==> src/rtl/pong_ball_control_if.sv <==
// Signal bundle between the pong ball engine and the rest of the playfield.
// The master side drives the game/paddle/counter inputs, and the slave side is the ball engine.
interface pong_ball_control_if;
  logic       i_Game_Start;
  logic [5:0] i_ColCount_Div;
  logic [5:0] i_RowCount_Div;
  logic [5:0] i_Paddle_Y_P1;
  logic [5:0] i_Paddle_Y_P2;
  logic       o_DrawBall;
  logic [5:0] o_Ball_X;
  logic [5:0] o_Ball_Y;
  logic       o_P1_Score;
  logic       o_P2_Score;

  modport master (
    output i_Game_Start, i_ColCount_Div, i_RowCount_Div, i_Paddle_Y_P1, i_Paddle_Y_P2,
    input  o_DrawBall, o_Ball_X, o_Ball_Y, o_P1_Score, o_P2_Score
  );

  modport slave (
    input  i_Game_Start, i_ColCount_Div, i_RowCount_Div, i_Paddle_Y_P1, i_Paddle_Y_P2,
    output o_DrawBall, o_Ball_X, o_Ball_Y, o_P1_Score, o_P2_Score
  );
endinterface

==> src/rtl/pong_ball_control.sv <==
// Pong ball engine: steps the ball on the tile grid, bounces off walls and paddles, and pulses a score on a miss.
// Optional PONG_BALL_SPEEDUP_EN: each paddle hit halves the step period (saturates after 3 hits).
module pong_ball_control #(
  parameter int unsigned c_GAME_WINDOW_WIDTH  = 40,
  parameter int unsigned c_GAME_WINDOW_HEIGHT = 30,
  parameter int unsigned c_PADDLE_HEIGHT      = 6,
  parameter int unsigned c_PADDLE_COL_P1      = 0,
  parameter int unsigned c_PADDLE_COL_P2      = 39,
  parameter int unsigned c_BALL_SPEED_CYCLES  = 1250000
) (
  input  logic                i_Clk,
  input  logic                i_Rst_n,
  pong_ball_control_if.slave  bus
);

  localparam int unsigned CNT_W = (c_BALL_SPEED_CYCLES > 1) ? $clog2(c_BALL_SPEED_CYCLES) : 1;
  localparam logic [5:0]  X_CENTRE = 6'(c_GAME_WINDOW_WIDTH / 2);
  localparam logic [5:0]  Y_CENTRE = 6'(c_GAME_WINDOW_HEIGHT / 2);
  localparam logic [5:0]  Y_BOTTOM = 6'(c_GAME_WINDOW_HEIGHT - 1);
  localparam logic [5:0]  X_HIT_P1 = 6'(c_PADDLE_COL_P1 + 1);
  localparam logic [5:0]  X_HIT_P2 = 6'(c_PADDLE_COL_P2 - 1);

  typedef enum logic [1:0] {
    ST_IDLE,
    ST_PLAY,
    ST_SCORED
  } state_e;

  state_e           state_q;
  logic [5:0]       ball_x_q;
  logic [5:0]       ball_y_q;
  logic             dir_right_q;
  logic             dir_down_q;
  logic [CNT_W-1:0] cnt_q;
  logic             draw_q;
  logic             p1_score_q;
  logic             p2_score_q;
  logic [CNT_W-1:0] top_c;

`ifdef PONG_BALL_SPEEDUP_EN
  logic [1:0]  hit_q;
  int unsigned period_c;

  // Period shrinks with hit count; a period that shifts down to zero still means one clock per step.
  always_comb begin
    period_c = c_BALL_SPEED_CYCLES >> hit_q;
    top_c    = (period_c == 0) ? '0 : CNT_W'(period_c - 1);
  end
`else
  assign top_c = CNT_W'(c_BALL_SPEED_CYCLES - 1);
`endif

  logic       tick_c;
  logic       at_p1_c;
  logic       at_p2_c;
  logic       p1_cover_c;
  logic       p2_cover_c;
  logic [6:0] y7_c;
  logic [6:0] pad1_top_c;
  logic [6:0] pad2_top_c;

  // Paddle coverage is checked at 7 bits, so top row + height cannot wrap.
  assign y7_c       = {1'b0, ball_y_q};
  assign pad1_top_c = {1'b0, bus.i_Paddle_Y_P1};
  assign pad2_top_c = {1'b0, bus.i_Paddle_Y_P2};
  assign p1_cover_c = (y7_c >= pad1_top_c) && (y7_c <= pad1_top_c + 7'(c_PADDLE_HEIGHT));
  assign p2_cover_c = (y7_c >= pad2_top_c) && (y7_c <= pad2_top_c + 7'(c_PADDLE_HEIGHT));

  assign tick_c  = (state_q == ST_PLAY) && (cnt_q == top_c);
  assign at_p2_c = dir_right_q  && (ball_x_q == X_HIT_P2);
  assign at_p1_c = !dir_right_q && (ball_x_q == X_HIT_P1);

  always_ff @(posedge i_Clk or negedge i_Rst_n) begin
    if (!i_Rst_n) begin
      state_q     <= ST_IDLE;
      ball_x_q    <= X_CENTRE;
      ball_y_q    <= Y_CENTRE;
      dir_right_q <= 1'b1;
      dir_down_q  <= 1'b1;
      cnt_q       <= '0;
      draw_q      <= 1'b0;
      p1_score_q  <= 1'b0;
      p2_score_q  <= 1'b0;
`ifdef PONG_BALL_SPEEDUP_EN
      hit_q       <= 2'd0;
`endif
    end else begin
      draw_q     <= (bus.i_ColCount_Div == ball_x_q) && (bus.i_RowCount_Div == ball_y_q);
      p1_score_q <= 1'b0;
      p2_score_q <= 1'b0;
      case (state_q)
        ST_IDLE: begin
          cnt_q <= '0;
          if (bus.i_Game_Start) state_q <= ST_PLAY;
        end
        ST_PLAY: begin
          if (!tick_c) begin
            cnt_q <= cnt_q + CNT_W'(1);
          end else begin
            cnt_q <= '0;
            if (at_p2_c && !p2_cover_c) begin
              // P2 missed: serve back toward P2
              state_q     <= ST_SCORED;
              p1_score_q  <= 1'b1;
              ball_x_q    <= X_CENTRE;
              ball_y_q    <= Y_CENTRE;
              dir_down_q  <= 1'b1;
              dir_right_q <= 1'b1;
            end else if (at_p1_c && !p1_cover_c) begin
              state_q     <= ST_SCORED;
              p2_score_q  <= 1'b1;
              ball_x_q    <= X_CENTRE;
              ball_y_q    <= Y_CENTRE;
              dir_down_q  <= 1'b1;
              dir_right_q <= 1'b0;
            end else begin
              if (dir_down_q && (ball_y_q == Y_BOTTOM)) begin
                dir_down_q <= 1'b0;
              end else if (!dir_down_q && (ball_y_q == 6'd0)) begin
                dir_down_q <= 1'b1;
              end else begin
                ball_y_q <= dir_down_q ? ball_y_q + 6'd1 : ball_y_q - 6'd1;
              end

              if (at_p2_c || at_p1_c) begin
                dir_right_q <= !dir_right_q;
`ifdef PONG_BALL_SPEEDUP_EN
                if (hit_q != 2'd3) hit_q <= hit_q + 2'd1;
`endif
              end else begin
                ball_x_q <= dir_right_q ? ball_x_q + 6'd1 : ball_x_q - 6'd1;
              end
            end
          end
        end
        ST_SCORED: begin
          state_q <= ST_IDLE;
          cnt_q   <= '0;
`ifdef PONG_BALL_SPEEDUP_EN
          hit_q   <= 2'd0;
`endif
        end
        default: state_q <= ST_IDLE;
      endcase
    end
  end

  assign bus.o_DrawBall = draw_q;
  assign bus.o_Ball_X   = ball_x_q;
  assign bus.o_Ball_Y   = ball_y_q;
  assign bus.o_P1_Score = p1_score_q;
  assign bus.o_P2_Score = p2_score_q;

endmodule

==> src/flat_wrapper.sv <==
// flat-port wrapper written by rule: the top's interface ports become plain ports
module pong_ball_control_flat 
#(
  parameter int unsigned c_GAME_WINDOW_WIDTH  = 40,
  parameter int unsigned c_GAME_WINDOW_HEIGHT = 30,
  parameter int unsigned c_PADDLE_HEIGHT      = 6,
  parameter int unsigned c_PADDLE_COL_P1      = 0,
  parameter int unsigned c_PADDLE_COL_P2      = 39,
  parameter int unsigned c_BALL_SPEED_CYCLES  = 1250000
)
  (i_Clk, i_Rst_n, bus_i_Game_Start, bus_i_ColCount_Div, bus_i_RowCount_Div, bus_i_Paddle_Y_P1, bus_i_Paddle_Y_P2, bus_o_DrawBall, bus_o_Ball_X, bus_o_Ball_Y, bus_o_P1_Score, bus_o_P2_Score);
  pong_ball_control_if bus_i ();
  input  logic i_Clk;
  input  logic i_Rst_n;
  input wire logic [$bits(bus_i.i_Game_Start)-1:0] bus_i_Game_Start;
  input wire logic [$bits(bus_i.i_ColCount_Div)-1:0] bus_i_ColCount_Div;
  input wire logic [$bits(bus_i.i_RowCount_Div)-1:0] bus_i_RowCount_Div;
  input wire logic [$bits(bus_i.i_Paddle_Y_P1)-1:0] bus_i_Paddle_Y_P1;
  input wire logic [$bits(bus_i.i_Paddle_Y_P2)-1:0] bus_i_Paddle_Y_P2;
  output wire logic [$bits(bus_i.o_DrawBall)-1:0] bus_o_DrawBall;
  output wire logic [$bits(bus_i.o_Ball_X)-1:0] bus_o_Ball_X;
  output wire logic [$bits(bus_i.o_Ball_Y)-1:0] bus_o_Ball_Y;
  output wire logic [$bits(bus_i.o_P1_Score)-1:0] bus_o_P1_Score;
  output wire logic [$bits(bus_i.o_P2_Score)-1:0] bus_o_P2_Score;
  assign bus_i.i_Game_Start = bus_i_Game_Start;
  assign bus_i.i_ColCount_Div = bus_i_ColCount_Div;
  assign bus_i.i_RowCount_Div = bus_i_RowCount_Div;
  assign bus_i.i_Paddle_Y_P1 = bus_i_Paddle_Y_P1;
  assign bus_i.i_Paddle_Y_P2 = bus_i_Paddle_Y_P2;
  assign bus_o_DrawBall = bus_i.o_DrawBall;
  assign bus_o_Ball_X = bus_i.o_Ball_X;
  assign bus_o_Ball_Y = bus_i.o_Ball_Y;
  assign bus_o_P1_Score = bus_i.o_P1_Score;
  assign bus_o_P2_Score = bus_i.o_P2_Score;
  pong_ball_control #(.c_GAME_WINDOW_WIDTH(c_GAME_WINDOW_WIDTH), .c_GAME_WINDOW_HEIGHT(c_GAME_WINDOW_HEIGHT), .c_PADDLE_HEIGHT(c_PADDLE_HEIGHT), .c_PADDLE_COL_P1(c_PADDLE_COL_P1), .c_PADDLE_COL_P2(c_PADDLE_COL_P2), .c_BALL_SPEED_CYCLES(c_BALL_SPEED_CYCLES)) u_core (.i_Clk(i_Clk), .i_Rst_n(i_Rst_n), .bus(bus_i));
endmodule
==> config.mk <==
export PLATFORM = sky130hd
export DESIGN_NAME = pong_ball_control_flat
export DESIGN_NICKNAME = d
export VERILOG_FILES = /design/src/rtl/pong_ball_control_if.sv /design/src/rtl/pong_ball_control.sv /design/src/flat_wrapper.sv
export SDC_FILE = /design/constraint.sdc
export NUM_CORES = 1
export LEC_CHECK = 0
export BUFFER_PORTS_ARGS = -buffer_cell sky130_fd_sc_hd__clkbuf_2
export CAP_MARGIN = 40
export CORE_MARGIN = 4
export CORE_UTILIZATION = 60
export CTS_BUF_LIST = sky130_fd_sc_hd__clkbuf_2 sky130_fd_sc_hd__clkbuf_4 sky130_fd_sc_hd__clkbuf_8
export DETAILED_ROUTE_END_ITERATION = 8
export PLACE_DENSITY = 0.87
export SLEW_MARGIN = 0
export SYNTH_ARGS = -nofsm -noshare
export SYNTH_HDL_FRONTEND = slang
export SYNTH_SLANG_ARGS = --single-unit
==> constraint.sdc <==
create_clock -name i_Clk -period 3.2 [get_ports i_Clk]
set_clock_uncertainty 0.1 [all_clocks]
set_input_delay 0.96 -clock i_Clk [delete_from_list [all_inputs] [get_ports i_Clk]]
set_output_delay 0.96 -clock i_Clk [all_outputs]
set_load 0.05 [all_outputs]
**Word level (Yosys, flattened, before mapping)**

Index checks and enable logic that the tools add are counted.

- $add $sub $neg: 7
- $lt $le $gt $ge: 4
- Eq/ne operators: 14
- Multiplexer cells: 30
- Reductions and logical operators: 26

Operators with widths:

| cell | number |
|---|---|
| 6-bit 2-to-1 mux | 9 |
| 21-bit one-hot mux with 2 select lines | 1 |
| 21-bit by 1-bit adder with 21-bit output (second input constant) | 1 |
| 21-bit equality test (second input constant) | 1 |
| 21-bit 2-to-1 mux | 1 |
| 6-bit by 3-bit adder with 7-bit output (second input constant) | 2 |
| 6-bit by 7-bit less-or-equal comparator with 1-bit output | 2 |
| 1-bit 2-to-1 mux | 14 |
| 6-bit by 1-bit adder with 6-bit output (second input constant) | 2 |
| 6-bit equality test | 2 |
| 6-bit >= comparator | 2 |
| 3-bit AND reduction | 4 |
| 6-bit by 1-bit subtractor with 6-bit output (second input constant) | 2 |
| 1-bit logical AND | 10 |
| 3-bit by 1-bit inequality test with 1-bit output (second input constant) | 3 |
| 2-bit 2-to-1 mux | 4 |
| 6-bit by 1-bit equality test with 1-bit output (second input constant) | 1 |
| 6-bit by 5-bit equality test with 1-bit output (second input constant) | 1 |
| 6-bit equality test (second input constant) | 1 |
| 6-bit zero test | 1 |
| 1-bit zero test | 4 |
| 2-bit one-hot mux with 2 select lines | 1 |
| 4-bit AND reduction | 1 |
| 4-bit nonzero test | 1 |
| other kinds (10) | 10 |

- Flip-flop bits (word level): 40
- Input port bits: 27
- Output and inout port bits: 15

**Logic depth before layout (Yosys ltp)**

Gate-level depths: netlist (run 1).

- Word-level depth: 9
- Mapped depth: 12
- Gate-level depth less buffers: 11

**Worst setup path after synthesis (run 1)**

Ideal clock, no wire load.

- Path type: input -> register
- Start: in bus_i_Paddle_Y_P1[1]
- End: reg u_core.dir_down_q
- Setup time: 83 ps
- Arrival time: 2893 ps
- Setup slack: 124 ps
- Cell stages on the path: 10
- Buffers on the path: 0
- Cells stage by stage: inv_1 > ha_1 > xor2_1 > ha_1 > a2111o_1 > a31oi_1 > nor4_2 > a21oi_2 > nand2_1 > o32a_1

- Cells in the longest elaborated chain, start to end: 7

RTL lines:

| item | RTL line | text |
|---|---|---|
| start: declaration | flat_wrapper.sv:18 | `input wire logic [$bits(bus_i.i_Paddle_Y_P1)-1:0] bus_i_Paddle_Y_P1;` |
| 6-bit by 3-bit adder with 7-bit output | pong_ball_control.sv:66 | `assign p1_cover_c = (y7_c >= pad1_top_c) && (y7_c <= pad1_top_c + 7'(c_PADDLE_HEIGHT));` |
| 6-bit by 7-bit less-or-equal comparator with 1-bit output | pong_ball_control.sv:66 |  |
| 1-bit logical AND * | pong_ball_control.sv:66 |  |
| 1-bit zero test * | pong_ball_control.sv:109 | `end else if (at_p1_c && !p1_cover_c) begin` |
| 1-bit logical AND * | pong_ball_control.sv:109 |  |
| 4-bit nonzero test (no line) or 1-bit 2-to-1 mux (tied branches) | -- |  |
| 3-bit AND reduction (no line) or 1-bit 2-to-1 mux (tied branches) | -- |  |
| end signal: assignment | pong_ball_control.sv:107 | `dir_down_q <= 1'b1;` |
| end signal: assignment | pong_ball_control.sv:114 | `dir_down_q <= 1'b1;` |
| end signal: assignment | pong_ball_control.sv:118 | `dir_down_q <= 1'b0;` |
| end: declaration | pong_ball_control.sv:33 | `logic dir_down_q;` |

Every way passes the cells marked *; elsewhere a longest branch is shown, timed or not.
A chain may end at the register's enable or synchronous reset.

**Worst setup path in the final report (run 1)**

- Start: in bus_i_Paddle_Y_P2[1]
- End: reg u_core.dir_right_q

- Cells in the longest elaborated chain, start to end: 7

RTL lines:

| item | RTL line | text |
|---|---|---|
| start: declaration | flat_wrapper.sv:19 | `input wire logic [$bits(bus_i.i_Paddle_Y_P2)-1:0] bus_i_Paddle_Y_P2;` |
| 6-bit by 3-bit adder with 7-bit output | pong_ball_control.sv:67 | `assign p2_cover_c = (y7_c >= pad2_top_c) && (y7_c <= pad2_top_c + 7'(c_PADDLE_HEIGHT));` |
| 6-bit by 7-bit less-or-equal comparator with 1-bit output | pong_ball_control.sv:67 |  |
| 1-bit logical AND * | pong_ball_control.sv:67 |  |
| 1-bit zero test * | pong_ball_control.sv:101 | `if (at_p2_c && !p2_cover_c) begin` |
| 1-bit logical AND * | pong_ball_control.sv:101 |  |
| 3-bit nonzero test (no line) | -- |  |
| 3-bit AND reduction (no line) | -- |  |
| end signal: assignment | pong_ball_control.sv:126 | `dir_right_q <= !dir_right_q;` |
| end: declaration | pong_ball_control.sv:32 | `logic dir_right_q;` |

Marks and branches as above.

==> flow_summary.yaml, run 1 <==
global_routing:
  grt_pass1_wl_um: 12900
  antenna_found_initial: 0
  track_usage_pct: 24.34
  grt_pass1_vias: 2879
  grt_overflow_total: 0
  grt_max_degree: 41
clock_network:
  clk_pin_slew_ns: 0.07
  cts_buffers: 5
  htreeDepth: 2
  clock_path_buffers: 2
  cts.sink_count: 40
  cts_hold_buf: 0
  tritoncts: "built"
  cts_setup_buffers: 0
  clk-insertion-delay-late_ns: 0.29
  cts-root-buf: "clkbuf_8"
floorplan:
  die_w_um: 81.51
  dieArea_um2: 6643
  rows: 26
  core_area_um2: 5172
  io_pins: 42
  start_util_pct: 62.68
  die_h_um: 81.51
critical_path:
  cp-start-kind: "input port"
  end_kind: "flip-flop"
  criticalPathCategory: "in -> reg"
  crit_fanout: 11
  worstPathArrival_ns: 3.14
  r2r_start: "u_core.bus.o_Ball_Y[0]"
  cp.required_ns: 3.32
  crit_path_start: "bus_i_Paddle_Y_P2[1]"
layout:
  fin_nets: 477
  design_area_um2: 3700
  antenna_cells: 0
  syn_to_final_growth_pct: 14.13
  drive_gt1_share_pct: 22.06
drt:
  post_drt_wl_per_cell_um: 15.89
  drc: 0
  drtPass1Iterations: 5
  wl_um: 7739
  num_vias: 3020
  ant_nets: 0
  drt_iter0_markers: 265
  routed_via_density: 6.201
logic_synthesis:
  ys_types: 67
  synthesis.nets: 423
  syn_area_per_cell_um2: 8.955
  yosys_warnings: 0
  synth_edf_count: 0
  synth_area_um2: 3242
  ys.flop_type: "dfrtp_1"
  ys_ff_latch: 40
  ys_async_sr_fraction_pct: 100.0
  ys_seq_area_share_pct: 31.18
  syn-instance-count: 362
timing:
  fmaxAchievable_ghz: 0.3310
  finalCritPeriodShare_pct: 94.42
  slew_viol_final: 0
  min_period_ns: 3.021
  rsz0062_at_grt: "false"
  holdWs_ns: 0.4052
  finalHoldViolations: 0
  slew_headroom_pct: 44.50
  worst_pin_slew_ns: 0.8324
  setup_violations: 0
  finalSetupTns_ns: 0
place:
  io_buffers: 41
  gp_congestion: 0.8758
  dp_hpwl_um: 5666
  place_area_um2: 3583
hold_path:
  min-delay-start: "u_core.cnt_q[16]"
  min_path_type: "reg -> reg"
power_and_ir_drop:
  p_leak_uw: 0.001670
  irDropWorstVdd_v: 0.0003883
  power_density_nw_per_um2: 326.7
job:
  maxCapViolations: 0
status:
  status: "completed"
-- per-layer routing --
metal / GRT usage [%] / vias up / routed length (um)
li1: - / 1449 / -
met5: 0 / - / 0
met4: 7.264 / 0 / 102
met2: 40.39 / 133 / 3642
met1: 31.85 / 1420 / 3461
met3: 5.154 / 18 / 533
-- where the power goes --
part	leakage (uW)	switching [uW]	total, uW	internal, uW
Sequential	0.000492	46.1	588	542
Clock	0.0000586	175	415	240
Combinational	0.00112	105	206	100
-- through the flow --
stage / utilization (%) / worst slack [ns] / instances / total power [uW]
2_1_floorplan: - / 0.1240 / 362 / 714.7
3_3_place_gp: 69.28 / 0.02704 / 479 / 781.6
3_5_place_dp: 69.28 / -0.1761 / 479 / 795.2
4_1_cts: 71.43 / 0.1449 / 487 / 1210
5_1_grt: 71.53 / 0.04929 / 487 / 1265
6_report: 71.53 / 0.1787 / 487 / 1209
-- repair_timing --
action / CTS / global route
setup endpoints to repair: 0 / 1
endpoints found under the hold margin: 0 / 0
gates resized for setup: 0 / 1
-- registers in the layout (all words and copies together), names as in the netlist --
name                   flops
u_core.bus.o_Ball_X        6
u_core.bus.o_Ball_Y        6
u_core.bus.o_DrawBall      1
u_core.bus.o_P1_Score      1
u_core.bus.o_P2_Score      1
u_core.cnt_q              21
u_core.dir_down_q          1
u_core.dir_right_q         1
u_core.state_q             2
-- cells by family after synthesis --
kind of cell,count (synthesis),synth area share [%]
flip-flops,40,31.18
XOR/XNOR,26,7.024
adder cells (fa/ha/maj),34,13.35
multiplexers,1,0.3088
buffers and inverters,30,4.631
AND/OR/NAND/NOR,123,21.00
AO/OA/AOI/OAI,108,22.50
-- synthesized netlist by cell type (6+ instances only) --
master   instances  area [um2]
dfrtp_1         32       800.8
nor2b_1          8       50.05
a21o_1           6       45.04
a21oi_1         14       70.07
o21ai_0         35       175.2
o31ai_1          9       67.56
dfstp_2          8       210.2
nand2_1         37       138.9
nor2_1          20       75.07
nand3_1          9       45.04
nor3_1           6       30.03
inv_1           19       71.32
nand4_1         13       81.33
xnor2_1         23       201.4
ha_1            33       412.9
a31oi_1          9       56.30
-- layout make-up --
class                           count  area [um2]
Multi-Input combinational cell    292        2086
Fill cell                         357        1473
Sequential cell                    40        1011
Timing Repair Buffer               58       332.8
Tap cell                           70       87.58
Clock buffer                        6       76.32
Inverter                           19       71.32
Clock inverter                      2       35.03
-- worst max-delay path: stages --
cell	delay, ns
clkbuf_2	0.09
inv_1	0.05
ha_1	0.21
nor3_1	0.24
xnor2_1	0.10
ha_1	0.30
nand3_1	0.12
o31ai_2	0.25
a211oi_2	0.05
a21oi_1	0.19
buf_4	0.23
a21boi_0	0.22
a31oi_1	0.11
-- cells in the final DEF, fill, tap and decap left out, types with 13 or more instances in the layout --
cell type,instances
nand4_1,13
clkbuf_2,41
nand2_1,37
a21oi_1,14
dfrtp_1,32
buf_4,17
nor2_1,20
xnor2_1,23
ha_1,33
inv_1,19
o21ai_0,35
-- worst paths after layout --
kind / to / slack, ns / cells after the start
worst max-delay path: u_core.dir_right_q / 0.18 / 13
worst min-delay path: u_core.cnt_q[16] / 0.41 / 1
worst max register to register: u_core.dir_right_q / 0.65 / 9
worst min register to register: u_core.cnt_q[16] / 0.41 / 1
max in group asynchronous: u_core.dir_right_q / 2.02 / 2
min in group asynchronous: u_core.bus.o_Ball_X[3] / 0.62 / 2
No activity file was read; power rests on OpenSTA's default activity.
==> inputs of run 2 (changes only) <==
--- a/config.mk
+++ b/config.mk
@@ -8,10 +8,9 @@
 export BUFFER_PORTS_ARGS = -buffer_cell sky130_fd_sc_hd__clkbuf_2
 export CAP_MARGIN = 40
 export CORE_MARGIN = 4
-export CORE_UTILIZATION = 60
-export CTS_BUF_LIST = sky130_fd_sc_hd__clkbuf_2 sky130_fd_sc_hd__clkbuf_4 sky130_fd_sc_hd__clkbuf_8
+export CORE_UTILIZATION = 59
 export DETAILED_ROUTE_END_ITERATION = 8
-export PLACE_DENSITY = 0.87
+export PLACE_DENSITY = 0.86
 export SLEW_MARGIN = 0
 export SYNTH_ARGS = -nofsm -noshare
 export SYNTH_HDL_FRONTEND = slang
==> run 2 against run 1 <==
Net effect: critical path depth decreased by 2; clock-buffer cell count stayed put; routed wire length up 2.1%; register-to-register slack about the same; sequential share of layout area fell by 0.25 points; combinational power hardly changed; worst hold slack better by 0.0048 ns; sequential power about the same; critical path type unchanged; largest power group unchanged.
==> flow_summary.yaml, run 2 (synthesized netlist as in run 1, its figures left out) <==
drt:
  drtPass1Iterations: 5
  ant_nets: 0
  wl_um: 7901
  routed_via_density: 6.195
  num_vias: 3011
  drt_iter0_markers: 191
  post_drt_wl_per_cell_um: 16.26
  drc: 0
clock_network:
  cts_setup_buffers: 0
  cts_resized: 0
  clock_path_buffers: 2
  cts_hold_buf: 0
  cts-root-buf: "clkbuf_8"
  clk-insertion-delay-late_ns: 0.30
  clk_pin_slew_ns: 0.07
  htreeDepth: 2
  tritoncts: "built"
  cts_buffers: 5
  cts.sink_count: 40
layout:
  layout_common_cells: "clkbuf_2 (41), nand2_1 (37), o21ai_0 (35), ha_1 (33), dfrtp_1 (32)"
  largest_register: "u_core.cnt_q"
  antenna_cells: 0
  drive_gt1_share_pct: 21.63
  fin_util_pct: 71.73
  layoutNonFillerInstCount: 486
  largest_reg_flops: 21
  layout_commonest_cell: "clkbuf_2"
  nFillCells: 402
  fin_nets: 476
  syn_to_final_growth_pct: 15.17
global_routing:
  grt_pass1_wl_um: 13190
  grt_pass1_vias: 2914
  antenna_found_initial: 0
  grt_max_degree: 26
  grt_overflow_total: 0
  track_usage_pct: 24.94
job:
  maxCapViolations: 0
timing:
  slew_headroom_pct: 60.85
  finalSetupTns_ns: 0
  finalHoldViolations: 0
  setup_violations: 0
  finalCritPeriodShare_pct: 92.91
  slew_viol_final: 0
  fmaxAchievable_ghz: 0.3364
  worst_pin_slew_ns: 0.5834
  min_period_ns: 2.973
  rsz0062_at_grt: "false"
floorplan:
  dieArea_um2: 6745
  die_w_um: 82.13
  io_pins: 42
  start_util_pct: 62.28
  core_area_um2: 5205
  die_h_um: 82.13
  rows: 26
critical_path:
  end_kind: "flip-flop"
  crit_fanout: 5
  reg2reg_slack_ns: 0.64
  criticalPathCategory: "in -> reg"
  r2r_start: "u_core.bus.o_Ball_Y[1]"
  cp-start-kind: "input port"
  r2r_end: "u_core.bus.o_Ball_Y[5]"
  cp.required_ns: 3.32
  r2r_cells: 8
  worstPathArrival_ns: 3.09
hold_path:
  min-delay-start: "u_core.cnt_q[17]"
  min_path_cells: 1
  hold_end: "u_core.cnt_q[17]"
  min_path_type: "reg -> reg"
power_and_ir_drop:
  p_int_uw: 957.3
  power_density_nw_per_um2: 343.8
  p_sw_share_pct: 25.42
  p_leak_uw: 0.001679
  pwr-share-comb_pct: 16.2
  power_switching_uw: 326.4
  irDropWorstVdd_v: 0.0003754
  seqPwrFrac_pct: 45.8
  power.share.clock_pct: 38.0
  finalPower_uw: 1284
place:
  io_buffers: 41
  placed_cells: 478
  dp_hpwl_um: 5863
  gp_congestion: 0.8699
status:
  status: "completed"
-- run 2: changes by cell type in the layout (fill, tap and decap cells not counted), sizes merged --
cell    delta
buf        -1
bufinv     +1
clkinv     -1
-- run 2: worst max-delay path by stage --
stage | end | startpoint | cells after the start | slack [ns]
floorplan | u_core.dir_down_q | bus_i_Paddle_Y_P1[1] | 10 | 0.12
global placement | u_core.dir_down_q | bus_i_Paddle_Y_P2[1] | 12 | 0.04
detailed placement | u_core.bus.o_Ball_X[0] | bus_i_Paddle_Y_P2[1] | 13 | -0.17
CTS | u_core.bus.o_Ball_X[0] | bus_i_Paddle_Y_P2[1] | 13 | 0.16
global route | u_core.dir_right_q | bus_i_Paddle_Y_P2[1] | 13 | 0.07
finish | u_core.dir_down_q | bus_i_Paddle_Y_P1[1] | 11 | 0.23
-- run 2: critical path: stages --
cell and delay, ns:
clkbuf_2 0.10, inv_1 0.05, ha_1 0.22, xor2_1 0.15, ha_1 0.29, a2111o_1 0.40, a31oi_1 0.20, nor4_2 0.06
a21oi_2 0.15, nand2_1 0.15, o32a_1 0.36
-- run 2: stage by stage --
stage	setup WS, ns	hold slack, ns	instance area (um2)
after global placement	0.03585	0.3905	3568
after detailed placement	-0.1664	0.3971	3596
final	0.2270	0.4100	3734
after CTS	0.1569	0.4065	3729
after global routing	0.07093	0.4226	3734
after floorplan	0.1240	0.3599	3242
-- run 2: layout make-up --
cell class              count  area [um2]  area share, %
multi-input cells         292        2086          55.86
flip-flops and latches     40        1011          27.08
repair buffers             57       345.3          9.249
well taps                  70       87.58          2.346
clock buffers               6       72.57          1.944
inverters                  19       71.32          1.910
clock inverters             2       60.06          1.609
-- run 2: layer usage --
metal | GRT usage, % | wire length [um] | vias to the layer above
met2 | 43.54 | 3911 | 91
met5 | 0 | 0 | -
li1 | - | - | 1441
met4 | 7.309 | 93 | 0
met1 | 31.99 | 3472 | 1466
met3 | 3.688 | 424 | 13
-- run 2: power groups by stage --
stage / clock (uW) / combinational (uW) / sequential [uW]
2_1_floorplan: 0 / 131 / 584
3_3_place_gp: 0 / 186 / 593
3_5_place_dp: 0 / 203 / 596
4_1_cts: 496 / 208 / 587
5_1_grt: 519 / 237 / 594
6_report: 487 / 208 / 588
==> inputs of run 3 (changes only) <==
--- a/config.mk
+++ b/config.mk
@@ -7,10 +7,10 @@
 export LEC_CHECK = 0
 export BUFFER_PORTS_ARGS = -buffer_cell sky130_fd_sc_hd__clkbuf_2
 export CAP_MARGIN = 40
-export CORE_MARGIN = 4
 export CORE_UTILIZATION = 59
 export DETAILED_ROUTE_END_ITERATION = 8
 export PLACE_DENSITY = 0.86
+export RECOVER_POWER = 50
 export SLEW_MARGIN = 0
 export SYNTH_ARGS = -nofsm -noshare
 export SYNTH_HDL_FRONTEND = slang
==> run 3 against run 2 <==
Net effect: the run now ends with max-capacitance violations, max-slew violations left; power is 13% lower; via count down 3.0%; routed wire length shrank 4.2%; first-iteration DRC count fell by 5.2%; sequential power about the same; critical path type unchanged; critical endpoint is now u_core.bus.o_Ball_Y[4].
==> flow_summary.yaml, run 3 (synthesized netlist as in run 1, its figures left out) <==
global_routing:
  grt_max_degree: 29
  grt_pass1_wl_um: 13230
  grt_overflow_total: 0
  grt_pass1_vias: 2888
  antenna_found_initial: 0
  track_usage_pct: 27.89
layout:
  nFillCells: 405
  fin_nets: 476
  layout_common_cells: "nand2_1 (37), clkbuf_2 (36), o21ai_0 (35), ha_1 (33), dfrtp_1 (32)"
  largest_reg_flops: 21
  layout_commonest_cell: "nand2_1"
  design_area_um2: 3630
  drive_gt1_share_pct: 18.99
  syn_to_final_growth_pct: 11.96
  seq_area_um2: 1011
  multiInputGateArea_um2: 2067
  largest_register: "u_core.cnt_q"
  antenna_cells: 0
status:
  status: "complete, but fails checks"
  violations: "max-capacitance violations, max-slew violations"
timing:
  slew_viol_final: 29
  worst_pin_slew_ns: 1.516
  min_period_ns: 2.977
  finalSetupTns_ns: 0
  rsz0062_at_grt: "false"
  finalCritPeriodShare_pct: 93.03
  finalHoldViolations: 0
  fmaxAchievable_ghz: 0.3359
  holdWs_ns: 0.4073
  slew_headroom_pct: -1.058
  setup_violations: 0
clock_network:
  cts_resized: 0
  cts_buffers: 5
  cts_hold_buf: 0
  clock_path_buffers: 2
  cts.sink_count: 40
  htreeDepth: 2
  clk_pin_slew_ns: 0.07
  cts_setup_buffers: 0
  tritoncts: "built"
  cts-root-buf: "clkbuf_8"
  clk-insertion-delay-late_ns: 0.29
critical_path:
  worstPathCellList: "clkbuf_2, inv_1, ha_1, nor3_1, xnor2_1, ha_1, nand3_1, o31ai_1, a211oi_2, a21oi_1, nand2_1, buf_4, o21ai_0"
  max_stage_delay_ns: 0.30
  crit_path_top_delay_cell: "o31ai_1"
  cp-start-kind: "input port"
  cp.required_ns: 3.31
  end_kind: "flip-flop"
  criticalPathCategory: "in -> reg"
  path_common_cell: "ha_1"
  crit_fanout: 5
  worstPathArrival_ns: 3.09
drt:
  ant_nets: 0
  num_vias: 2920
  drtPass1Iterations: 4
  drt_iter0_markers: 181
  wl_um: 7572
  routed_via_density: 6.008
  post_drt_wl_per_cell_um: 15.58
  drc: 0
power_and_ir_drop:
  finalPower_uw: 1113
  power_density_nw_per_um2: 306.6
  p_leak_uw: 0.001607
  irDropWorstVdd_v: 0.0002834
place:
  gp_congestion: 0.8473
  io_buffers: 41
  place_area_um2: 3588
  dp_hpwl_um: 5716
floorplan:
  rows: 26
  io_pins: 42
  die_w_um: 76.13
  start_util_pct: 62.28
  die_h_um: 76.13
  dieArea_um2: 5795
  core_area_um2: 5205
job:
  maxCapViolations: 1
hold_path:
  min_path_type: "reg -> reg"
[run 3: cell types whose count changed in the layout (fill, tap and decap cells not counted), sizes merged]
cell    delta
clkbuf     +3
bufinv     -2
buf        -2
clkinv     +1
[run 3: area by class of cell]
type / instances / area share, %
well taps: 70 / 2.413
clock inverters: 1 / 0.1379
inverters: 19 / 1.965
clock buffers: 7 / 2.103
multi-input cells: 292 / 56.95
repair buffers: 57 / 8.583
flip-flops and latches: 40 / 27.85
[run 3: metrics by stage]
| stage | worst slack, ns | utilization, % | std cells |
|---|---|---|---|
| floorplan | 0.1240 | - | 362 |
| global placement | 0.02099 | 68.56 | 477 |
| detailed placement | -0.1046 | 68.94 | 478 |
| CTS | 0.2187 | 70.50 | 486 |
| global route | 0.05081 | 69.74 | 486 |
| finish | 0.2231 | 69.74 | 486 |
[run 3: worst paths after layout]
kind,start,endpoint,slack (ns),cells past startpoint
max,bus_i_Paddle_Y_P2[1],u_core.bus.o_Ball_Y[4],0.22,13
min,u_core.cnt_q[16],u_core.cnt_q[16],0.41,1
max reg2reg,u_core.bus.o_Ball_Y[0],u_core.bus.o_Ball_Y[5],0.61,9
min reg2reg,u_core.cnt_q[16],u_core.cnt_q[16],0.41,1
max in group asynchronous,i_Rst_n,u_core.cnt_q[3],0.65,2
min in group asynchronous,i_Rst_n,u_core.bus.o_P2_Score,0.54,1
[run 3: critical path: cells and delay by family]
family | cells | cell delay [ns]
AO/OA/AOI/OAI | 4 | 0.70
AND/OR/NAND/NOR | 3 | 0.50
adder cells (fa/ha/maj) | 2 | 0.49
buffers and inverters | 3 | 0.32
XOR/XNOR | 1 | 0.10
[run 3: report_power, final]
group          internal [uW]  switching [uW]  leakage, uW
combinational           97.4             101      0.00107
sequential               542            48.1     0.000492
clock                    153             171    0.0000422
total                    793             320      0.00161
[run 3: layer usage]
layer	global-route usage (%)	vias up	share of wire, %
li1	-	1437	-
met1	37.39	1385	47
met2	47.00	90	47
met3	4.311	8	4.7
met4	7.500	0	0.78
met5	0	-	0
